**config.mk**
```make
export PLATFORM = sky130hd
export DESIGN_NAME = pipe_control
export DESIGN_NICKNAME = d
export VERILOG_FILES = /design/src/rtl/pipe_control.sv
export SDC_FILE = /design/constraint.sdc
export NUM_CORES = 1
export LEC_CHECK = 0
export ABC_AREA = 1
export CAP_MARGIN = 10
export CORE_MARGIN = 1.5
export CORE_UTILIZATION = 40
export CTS_CLUSTER_SIZE = 16
export DETAILED_ROUTE_END_ITERATION = 7
export PLACE_DENSITY_LB_ADDON = 0.15
export SYNTH_ARGS = -nofsm -noshare
export SYNTH_HDL_FRONTEND = slang
export SYNTH_SLANG_ARGS = --single-unit
```
**constraint.sdc**
```tcl
create_clock -name clk -period 3.2 [get_ports clk]
set_clock_uncertainty 0.2 [all_clocks]
set_input_delay 0.64 -clock clk [delete_from_list [all_inputs] [get_ports clk]]
set_output_delay 0.64 -clock clk [all_outputs]
set_load 0.05 [all_outputs]
```
**src/rtl/pipe_control.sv**
```systemverilog
// Pipeline control for a 5-stage ARM-subset core: ID decode, EX/MEM/WB control
// pipe, load-use stall with a multi-cycle bubble counter, illegal-opcode counter.
module pipe_control #(
  parameter int unsigned REG_AW   = 5,
  parameter int unsigned ZREG     = 31,
  parameter int unsigned CNT_W    = 8,
  parameter int unsigned LU_STALL = 1
) (
  input  logic              clk,
  input  logic              rst,
  input  logic [10:0]       opcode,
  input  logic              id_valid,
  input  logic [REG_AW-1:0] id_rs1,
  input  logic [REG_AW-1:0] id_rs2,
  input  logic [REG_AW-1:0] id_rd,
  input  logic              flush,
  output logic              id_stall,
  output logic [17:0]       ex_ctrl,
  output logic [17:0]       mem_ctrl,
  output logic [17:0]       wb_ctrl,
  output logic              ex_valid,
  output logic              mem_valid,
  output logic              wb_valid,
  output logic [REG_AW-1:0] ex_rd,
  output logic [REG_AW-1:0] mem_rd,
  output logic [REG_AW-1:0] wb_rd,
  output logic [CNT_W-1:0]  illegal_cnt
);

  localparam int unsigned CW  = 18;
  localparam int unsigned SCW = 2;

  localparam int unsigned B_UNCOND  = 0;
  localparam int unsigned B_BRANCH  = 1;
  localparam int unsigned B_BRREG   = 2;
  localparam int unsigned B_BRLINK  = 3;
  localparam int unsigned B_MEMRD   = 4;
  localparam int unsigned B_REG2LOC = 5;
  localparam int unsigned B_ALUSRC  = 6;
  localparam int unsigned B_REGWR   = 7;
  localparam int unsigned B_IMM     = 9;
  localparam int unsigned B_MEM2REG = 10;
  localparam int unsigned B_MEMWR   = 11;
  localparam int unsigned B_ALUON   = 13;
  localparam int unsigned B_SETFL   = 14;
  localparam int unsigned B_ILLEGAL = 15;
  localparam int unsigned B_FWD0    = 16;
  localparam int unsigned B_FWD1    = 17;

  localparam logic [REG_AW-1:0] ZR        = REG_AW'(ZREG);
  localparam logic [SCW-1:0]    STALL_RLD = SCW'(LU_STALL - 1);

  logic [CW-1:0]     ex_ctrl_q, ex_ctrl_d, mem_ctrl_q, wb_ctrl_q;
  logic              ex_valid_q, ex_valid_d, mem_valid_q, wb_valid_q;
  logic [REG_AW-1:0] ex_rd_q, ex_rd_d, mem_rd_q, wb_rd_q;
  logic [SCW-1:0]    stall_cnt_q, stall_cnt_d;
  logic [CNT_W-1:0]  illegal_cnt_q, illegal_cnt_d;

  logic [CW-1:0] dec_ctrl;
  logic          uses_rs1, uses_rs2;
  logic          hazard, stall_now, issue;

  // Priority decode; an X opcode falls through every compare to illegal.
  always_comb begin
    dec_ctrl = '0;
    uses_rs1 = 1'b0;
    uses_rs2 = 1'b0;
    if (opcode[10:5] == 6'b000101) begin
      dec_ctrl[B_UNCOND] = 1'b1;
    end else if (opcode[10:3] == 8'b01010100) begin
      dec_ctrl[B_BRANCH] = 1'b1;
      dec_ctrl[B_ALUON]  = 1'b1;
    end else if (opcode[10:5] == 6'b100101) begin
      dec_ctrl[B_UNCOND] = 1'b1;
      dec_ctrl[B_BRANCH] = 1'b1;
      dec_ctrl[B_BRLINK] = 1'b1;
      dec_ctrl[B_REGWR]  = 1'b1;
      dec_ctrl[B_ALUON]  = 1'b1;
    end else if (opcode == 11'b11010110000) begin
      dec_ctrl[B_BRREG] = 1'b1;
      dec_ctrl[B_ALUON] = 1'b1;
      uses_rs1          = 1'b1;
    end else if (opcode[10:3] == 8'b10110100) begin
      dec_ctrl[B_BRANCH] = 1'b1;
      dec_ctrl[B_ALUON]  = 1'b1;
      dec_ctrl[B_SETFL]  = 1'b1;
      uses_rs2           = 1'b1;
    end else if (opcode[10:1] == 10'b1001000100) begin
      dec_ctrl[B_ALUSRC] = 1'b1;
      dec_ctrl[B_REGWR]  = 1'b1;
      dec_ctrl[B_IMM]    = 1'b1;
      dec_ctrl[B_ALUON]  = 1'b1;
      dec_ctrl[B_FWD1]   = 1'b1;
      uses_rs1           = 1'b1;
    end else if ((opcode == 11'b10101011000) || (opcode == 11'b11101011000)) begin
      dec_ctrl[B_REG2LOC] = 1'b1;
      dec_ctrl[B_REGWR]   = 1'b1;
      dec_ctrl[B_ALUON]   = 1'b1;
      dec_ctrl[B_SETFL]   = 1'b1;
      dec_ctrl[B_FWD0]    = 1'b1;
      dec_ctrl[B_FWD1]    = 1'b1;
      uses_rs1            = 1'b1;
      uses_rs2            = 1'b1;
    end else if (opcode == 11'b11111000010) begin
      dec_ctrl[B_MEMRD]   = 1'b1;
      dec_ctrl[B_ALUSRC]  = 1'b1;
      dec_ctrl[B_REGWR]   = 1'b1;
      dec_ctrl[B_MEM2REG] = 1'b1;
      dec_ctrl[B_ALUON]   = 1'b1;
      uses_rs1            = 1'b1;
    end else if (opcode == 11'b11111000000) begin
      dec_ctrl[B_ALUSRC] = 1'b1;
      dec_ctrl[B_MEMWR]  = 1'b1;
      dec_ctrl[B_ALUON]  = 1'b1;
      uses_rs1           = 1'b1;
      uses_rs2           = 1'b1;
    end else begin
      dec_ctrl[B_ILLEGAL] = 1'b1;
    end
  end

  // Load in EX whose destination the ID instruction reads; the zero register never hazards.
  always_comb begin
    hazard = id_valid && ex_valid_q && ex_ctrl_q[B_MEMRD] && (ex_rd_q != ZR) &&
             ((uses_rs1 && (id_rs1 == ex_rd_q)) || (uses_rs2 && (id_rs2 == ex_rd_q)));
  end

  // While the counter runs the hazard is not re-checked; flush overrides everything.
  always_comb begin
    stall_now   = !flush && ((stall_cnt_q != '0) || hazard);
    issue       = id_valid && !flush && !stall_now;
    stall_cnt_d = '0;
    if (flush) begin
      stall_cnt_d = '0;
    end else if (stall_cnt_q != '0) begin
      stall_cnt_d = stall_cnt_q - SCW'(1);
    end else if (hazard) begin
      stall_cnt_d = STALL_RLD;
    end
  end

  always_comb begin
    ex_ctrl_d     = '0;
    ex_valid_d    = 1'b0;
    ex_rd_d       = ZR;
    illegal_cnt_d = illegal_cnt_q;
    if (issue) begin
      ex_ctrl_d  = dec_ctrl;
      ex_valid_d = 1'b1;
      ex_rd_d    = id_rd;
      if (dec_ctrl[B_ILLEGAL] && (illegal_cnt_q != '1)) begin
        illegal_cnt_d = illegal_cnt_q + CNT_W'(1);
      end
    end
  end

  always_ff @(posedge clk or posedge rst) begin
    if (rst) begin
      ex_ctrl_q     <= '0;
      mem_ctrl_q    <= '0;
      wb_ctrl_q     <= '0;
      ex_valid_q    <= 1'b0;
      mem_valid_q   <= 1'b0;
      wb_valid_q    <= 1'b0;
      ex_rd_q       <= ZR;
      mem_rd_q      <= ZR;
      wb_rd_q       <= ZR;
      stall_cnt_q   <= '0;
      illegal_cnt_q <= '0;
    end else begin
      ex_ctrl_q     <= ex_ctrl_d;
      ex_valid_q    <= ex_valid_d;
      ex_rd_q       <= ex_rd_d;
      mem_ctrl_q    <= ex_ctrl_q;
      mem_valid_q   <= ex_valid_q;
      mem_rd_q      <= ex_rd_q;
      wb_ctrl_q     <= mem_ctrl_q;
      wb_valid_q    <= mem_valid_q;
      wb_rd_q       <= mem_rd_q;
      stall_cnt_q   <= stall_cnt_d;
      illegal_cnt_q <= illegal_cnt_d;
    end
  end

  assign id_stall    = stall_now && !rst;
  assign ex_ctrl     = ex_ctrl_q;
  assign mem_ctrl    = mem_ctrl_q;
  assign wb_ctrl     = wb_ctrl_q;
  assign ex_valid    = ex_valid_q;
  assign mem_valid   = mem_valid_q;
  assign wb_valid    = wb_valid_q;
  assign ex_rd       = ex_rd_q;
  assign mem_rd      = mem_rd_q;
  assign wb_rd       = wb_rd_q;
  assign illegal_cnt = illegal_cnt_q;

endmodule

```
Word level (Yosys, flattened, before mapping)
Cells that the tools add are included.
Widths: inputs -> output; s select.
{"block": "word_totals", "regBits": 82, "latch_bits": 0, "ramBits": 0, "mem_bits_ro": 0, "n_memories": 0}
{"block": "classes", "addsub": 2, "multipliers": 0, "div_mod_pow": 0, "n_lt_le_gt_ge": 0, "n_eq_ne": 14, "shift": 0, "mux": 67, "bitwise_logic": 0, "reduce_logical": 19}
{"operator": "$eq 11x11->1 const B", "count": 5}
{"operator": "$mux 1", "count": 41}
{"operator": "$mux 3", "count": 8}
{"operator": "$mux 4", "count": 5}
{"operator": "$mux 18", "count": 1}
{"operator": "$mux 2", "count": 8}
{"operator": "$logic_and 1x1->1", "count": 11}
{"operator": "$eq 10x10->1 const B", "count": 1}
{"operator": "$eq 5x5->1", "count": 2}
{"operator": "$mux 5", "count": 2}
{"operator": "$add 8x1->8 const B", "count": 1}
{"operator": "$eq 8x7->1 const B", "count": 1}
{"operator": "$eq 8x8->1 const B", "count": 1}
{"operator": "$ne 8x8->1 const B", "count": 1}
{"operator": "$mux 7", "count": 1}
{"operator": "$eq 6x3->1 const B", "count": 1}
{"operator": "$eq 6x6->1 const B", "count": 1}
{"operator": "$mux 6", "count": 1}
{"operator": "$ne 5x5->1 const B", "count": 1}
{"operator": "$logic_not 1->1", "count": 3}
{"operator": "$logic_or 1x1->1", "count": 3}
{"operator": "$reduce_and 2->1", "count": 1}
{"operator": "$reduce_bool 2->1", "count": 1}
{"operator": "$sub 2x1->2 const B", "count": 1}

Longest topological paths before layout
{"block": "depth", "depth_word": 18, "ltp_mapped": 13}

Worst setup path before layout
No wires, ideal clock.
{"block": "synth_timing", "path_type": "input port to output port", "from": "input opcode[1]", "to": "output id_stall", "arrival_time_ns": 2.180, "slack_ns": 0.180, "stages": 10, "path_buffers": 1, "path_cell_list": "nor2_1 nand3_1 nor2_1 nor2_1 nand2_1 nand2_1 nand2_2 a21oi_4 buf_6 nor3_2"}
{"block": "synth_via", "elab_chain_cells": 16, "elab_cells_between_ends": 31, "classes_between": "6 x eq/ne; 17 x mux; 8 x reduce/logical"}
{"element": "start, declared", "line_no": "11", "text": "input logic [10:0] opcode,"}
{"element": "$eq 11x11->1", "line_no": "111", "text": "end else if (opcode == 11'b11111000000) begin"}
{"element": "$mux 1", "line_no": "111"}
{"element": "$mux 1", "line_no": "104", "text": "end else if (opcode == 11'b11111000010) begin"}
{"element": "$mux 1", "line_no": "95", "text": "end else if ((opcode == 11'b10101011000) || (opcode == 11'b11101011000)) begin"}
{"element": "$mux 1", "line_no": "88", "text": "end else if (opcode[10:1] == 10'b1001000100) begin"}
{"element": "$mux 1", "line_no": "83", "text": "end else if (opcode[10:3] == 8'b10110100) begin"}
{"element": "$mux 1", "line_no": "79", "text": "end else if (opcode == 11'b11010110000) begin"}
{"element": "$mux 1", "line_no": "73", "text": "end else if (opcode[10:5] == 6'b100101) begin"}
{"element": "$mux 1", "line_no": "70", "text": "end else if (opcode[10:3] == 8'b01010100) begin"}
{"element": "$mux 1", "line_no": "68", "text": "if (opcode[10:5] == 6'b000101) begin"}
{"element": "$logic_and 1x1->1", "line_no": "125", "text": "((uses_rs1 && (id_rs1 == ex_rd_q)) || (uses_rs2 && (id_rs2 == ex_rd_q)));"}
{"element": "$logic_or 1x1->1 *", "line_no": "125"}
{"element": "$logic_and 1x1->1 *", "line_no": "124", "text": "hazard = id_valid && ex_valid_q && ex_ctrl_q[B_MEMRD] && (ex_rd_q != ZR) &&"}
{"element": "$logic_or 1x1->1 *", "line_no": "130", "text": "stall_now = !flush && ((stall_cnt_q != '0) || hazard);"}
{"element": "$logic_and 1x1->1 *", "line_no": "130"}
{"element": "$logic_and 1x1->1 *", "line_no": "185", "text": "assign id_stall = stall_now && !rst;"}
{"element": "end, declared", "line_no": "17", "text": "output logic id_stall,"}
Mark *: on every way between the ends. The rest lies on a longest branch, timed or not.

Final worst setup path
{"block": "layout_timing", "from": "input id_rs2[1]", "to": "output id_stall"}
{"block": "layout_via", "elab_chain_cells": 7}
{"element": "start, declared", "line_no": "14", "text": "input logic [REG_AW-1:0] id_rs2,"}
{"element": "$eq 5x5->1", "line_no": "125"}
{"element": "$logic_and 1x1->1", "line_no": "125"}
{"element": "$logic_or 1x1->1", "line_no": "125"}
{"element": "$logic_and 1x1->1", "line_no": "124"}
{"element": "$logic_or 1x1->1", "line_no": "130"}
{"element": "$logic_and 1x1->1", "line_no": "130"}
{"element": "$logic_and 1x1->1", "line_no": "185"}
Every way passes these cells.

==> results.ini <==
[run_status]
status=finished, final reports clean

[sta]
relSlewSlack_pct=57.7
hold_viol_final=0
rsz0062_at_grt=no
min_period_ns=3.02
tightest_slew_ns=0.633
finalSetupViolations=0
timing.hold.ws_ns=0.167
drv_slew=0
setup-tns-final_ns=0
max_freq_ghz=0.331
final.period_utilization_pct=94.3

[cts]
clock-root-buffer=clkbuf_8
cts_made_buffers=9
clk_pin_slew_worst_paths_ns=0.07
htreeDepth=3
cts_max_path_buffers=2
clock-sinks=70
clk_latency_ns=0.33
cts_tree=done
post_cts_buffers=0

[power]
p_leak_uw=0.00206
p_total_uw=2030
ir_drop_uv=319
powerDensity_mw_per_mm2=481

[synth]
ys_warn_count=0
synth_top_area_share_pct=49.6
yosysSeqAreaShare_pct=63.8
async_flop_share_pct=100
synthesis.area_mm2=0.00278
ys_types=28
synthTopCellsByArea=dfrtp_1, dfstp_2, nand2_1
synth_cells=260
synthFlopType=dfrtp_1
yosys_register_bits=70
syn_area_per_cell_um2=10.7
synth_top_area_cell=dfrtp_1
synth-edff-count=0

[grt]
grt_pass1_vias=2010
grt_max_degree=31
track_usage_pct=16.3
grt_pass1_wl_um=9210
antenna_found_initial=0
overflow=0

[place]
hpwlAfterDp_um=4420
place_area_mm2=0.00397
numPortBuffers=104
dpl.cell_count=450
place.gp.congestion=0.875

[layout]
nNetsFinal=412
antennaDiodeCount=0
syn_to_final_growth_pct=52.5
drive_above_1_share_pct=19.7
final_area_mm2=0.00423
layoutNonFillerInstCount=466
n_fill_cell=565

[die]
initial_core_util_pct=41.1
die_x_um=86.3
fp-row-count=30
die_area_mm2=0.00745
die_y_um=86.3
core_mm2=0.00676
io_pins=111

[worst_setup_path]
cp-start-kind=input port
crit_family=simple AND/OR/NAND/NOR gates
max_stage_delay_ns=0.42
crit_slowest_cell=clkdlybuf4s50_1
critPathMaxFanout=2
required_ns=2.36
worst-setup-path-type=input port to primary output
worst_setup_path_end_kind=primary output
crit_buf_inv=2
critPathArrivalTime_ns=2.18
crit_chain=clkdlybuf4s50_1 -> xor2_1 -> nor2_1 -> nand2_1 -> nor2_1 -> nand2_1 -> nand2_2 -> a21oi_4 -> nor3_4 -> buf_12

[routing]
firstDrtPassIters=4
num_vias=2104
finalWirelength_um=5770
drt_iter0_markers=26
drc=0
wire_per_inst_um=12.4
routed_via_density=4.52
postRouteAntennaNets=0

[flow_run]
cap_viol_max_count=0

[worst_hold_path]
worstHoldPathType=flop to flop

final timing paths:
check,startpoint,endpoint,slack [ns],cells after the start
min in group asynchronous,rst,wb_ctrl[10],0.59,2
worst max register to register,ex_rd[1],ex_rd[3],1.03,10
worst min register to register,mem_rd[2],wb_rd[2],0.17,0
worst max-delay path,id_rs2[1],id_stall,0.18,10
max in group asynchronous,rst,ex_rd[3],1.56,3
worst min-delay path,mem_rd[2],wb_rd[2],0.17,0
worst register-to-register path, delay by kind of cell (launching register included):
family / cells / cell delay (ns)
XOR/XNOR: 1 / 0.17
AO/OA/AOI/OAI: 1 / 0.16
buffers and inverters: 1 / 0.21
AND/OR/NAND/NOR: 7 / 0.77
flip-flops: 1 / 0.60
metal layers:
layer,GRT usage (%),up-vias,routed length [um]
met3,5.14,4,333
met4,6.60,0,50
met5,0,-,0
met1,19.2,1004,2480
met2,27.8,58,2910
li1,-,1038,-
stage by stage:
step / utilization [%] / setup slack, ns
3_3_place_gp: 58.7 / 0.0301
6_report: 62.6 / 0.181
2_1_floorplan: - / 0.180
4_1_cts: 61.7 / 0.0366
3_5_place_dp: 58.7 / 0.000659
5_1_grt: 62.6 / 0.0493
where the power goes:
| group | internal (uW) | total, uW | switching, uW |
|---|---|---|---|
| Clock | 378 | 685 | 307 |
| Combinational | 141 | 380 | 239 |
| Sequential | 926 | 969 | 42.8 |
| Total | 1440 | 2030 | 589 |
flip-flops by register name, summed over array words and instances (netlist names):
| name | cells |
|---|---|
| ex_ctrl | 14 |
| ex_rd | 5 |
| ex_valid | 1 |
| illegal_cnt | 8 |
| mem_ctrl | 14 |
| mem_rd | 5 |
| mem_valid | 1 |
| stall_cnt_q | 2 |
| wb_ctrl | 14 |
| wb_rd | 5 |
| wb_valid | 1 |
cell type report:
cell class / instances / area, um2 / share of cell area (%)
flip-flops and latches: 70 / 1770 / 41.8
repair buffers: 119 / 1210 / 28.5
multi-input cells: 157 / 865 / 20.4
clock buffers: 10 / 138 / 3.25
well taps: 80 / 100 / 2.37
inverters: 24 / 90.1 / 2.13
clock inverters: 6 / 61.3 / 1.45
what timing repair did:
| item | 4_1_cts | 5_1_grt |
|---|---|---|
| pin swaps | 0 | 11 |
| hold buffers | 0 | 0 |
| gates resized for setup | 1 | 22 |
| endpoints found under the setup margin | 1 | 1 |
cell usage after synthesis, types with 2 or more instances:
master,instances
nor3_1,3
nand3_1,13
inv_1,16
nor2_4,2
dfstp_2,15
nor2_1,42
xor2_1,9
buf_4,12
dfrtp_1,55
xnor2_1,7
or2_1,5
nor2_2,2
nand4_1,12
nor3b_1,2
inv_2,8
nand2_1,42
nand2_2,4
cell usage in the layout (no fill, tap or decap), drive strengths merged:
cell type | netlist | final
clkdlybuf4s50 | 0 | 92
dfrtp | 55 | 55
nand2 | 46 | 46
nor2 | 46 | 46
inv | 24 | 24
buf | 13 | 16
dfstp | 15 | 15
nand3 | 14 | 14
nand4 | 13 | 13
dlymetal6s2s | 0 | 11
clkbuf | 1 | 10
xor2 | 9 | 9
xnor2 | 7 | 7
conb | 1 | 6
or2 | 5 | 5
nor3 | 4 | 4
clkinv | 0 | 4
nor3b | 2 | 2
o21ai | 1 | 1
nand3b | 1 | 1
a21oi | 1 | 1
and3 | 1 | 1
ha | 1 | 1
clkinvlp | 0 | 1
bufinv | 0 | 1
logic make-up after synthesis:
logic type,Yosys count,share of synthesized area [%]
AND/OR/NAND/NOR,132,22.8
other,1,0.135
buffers and inverters,38,7.03
adder cells (fa/ha/maj),1,0.451
flip-flops,70,63.8
XOR/XNOR,16,5.05
AO/OA/AOI/OAI,2,0.766
(Power assumes the default switching activity.)
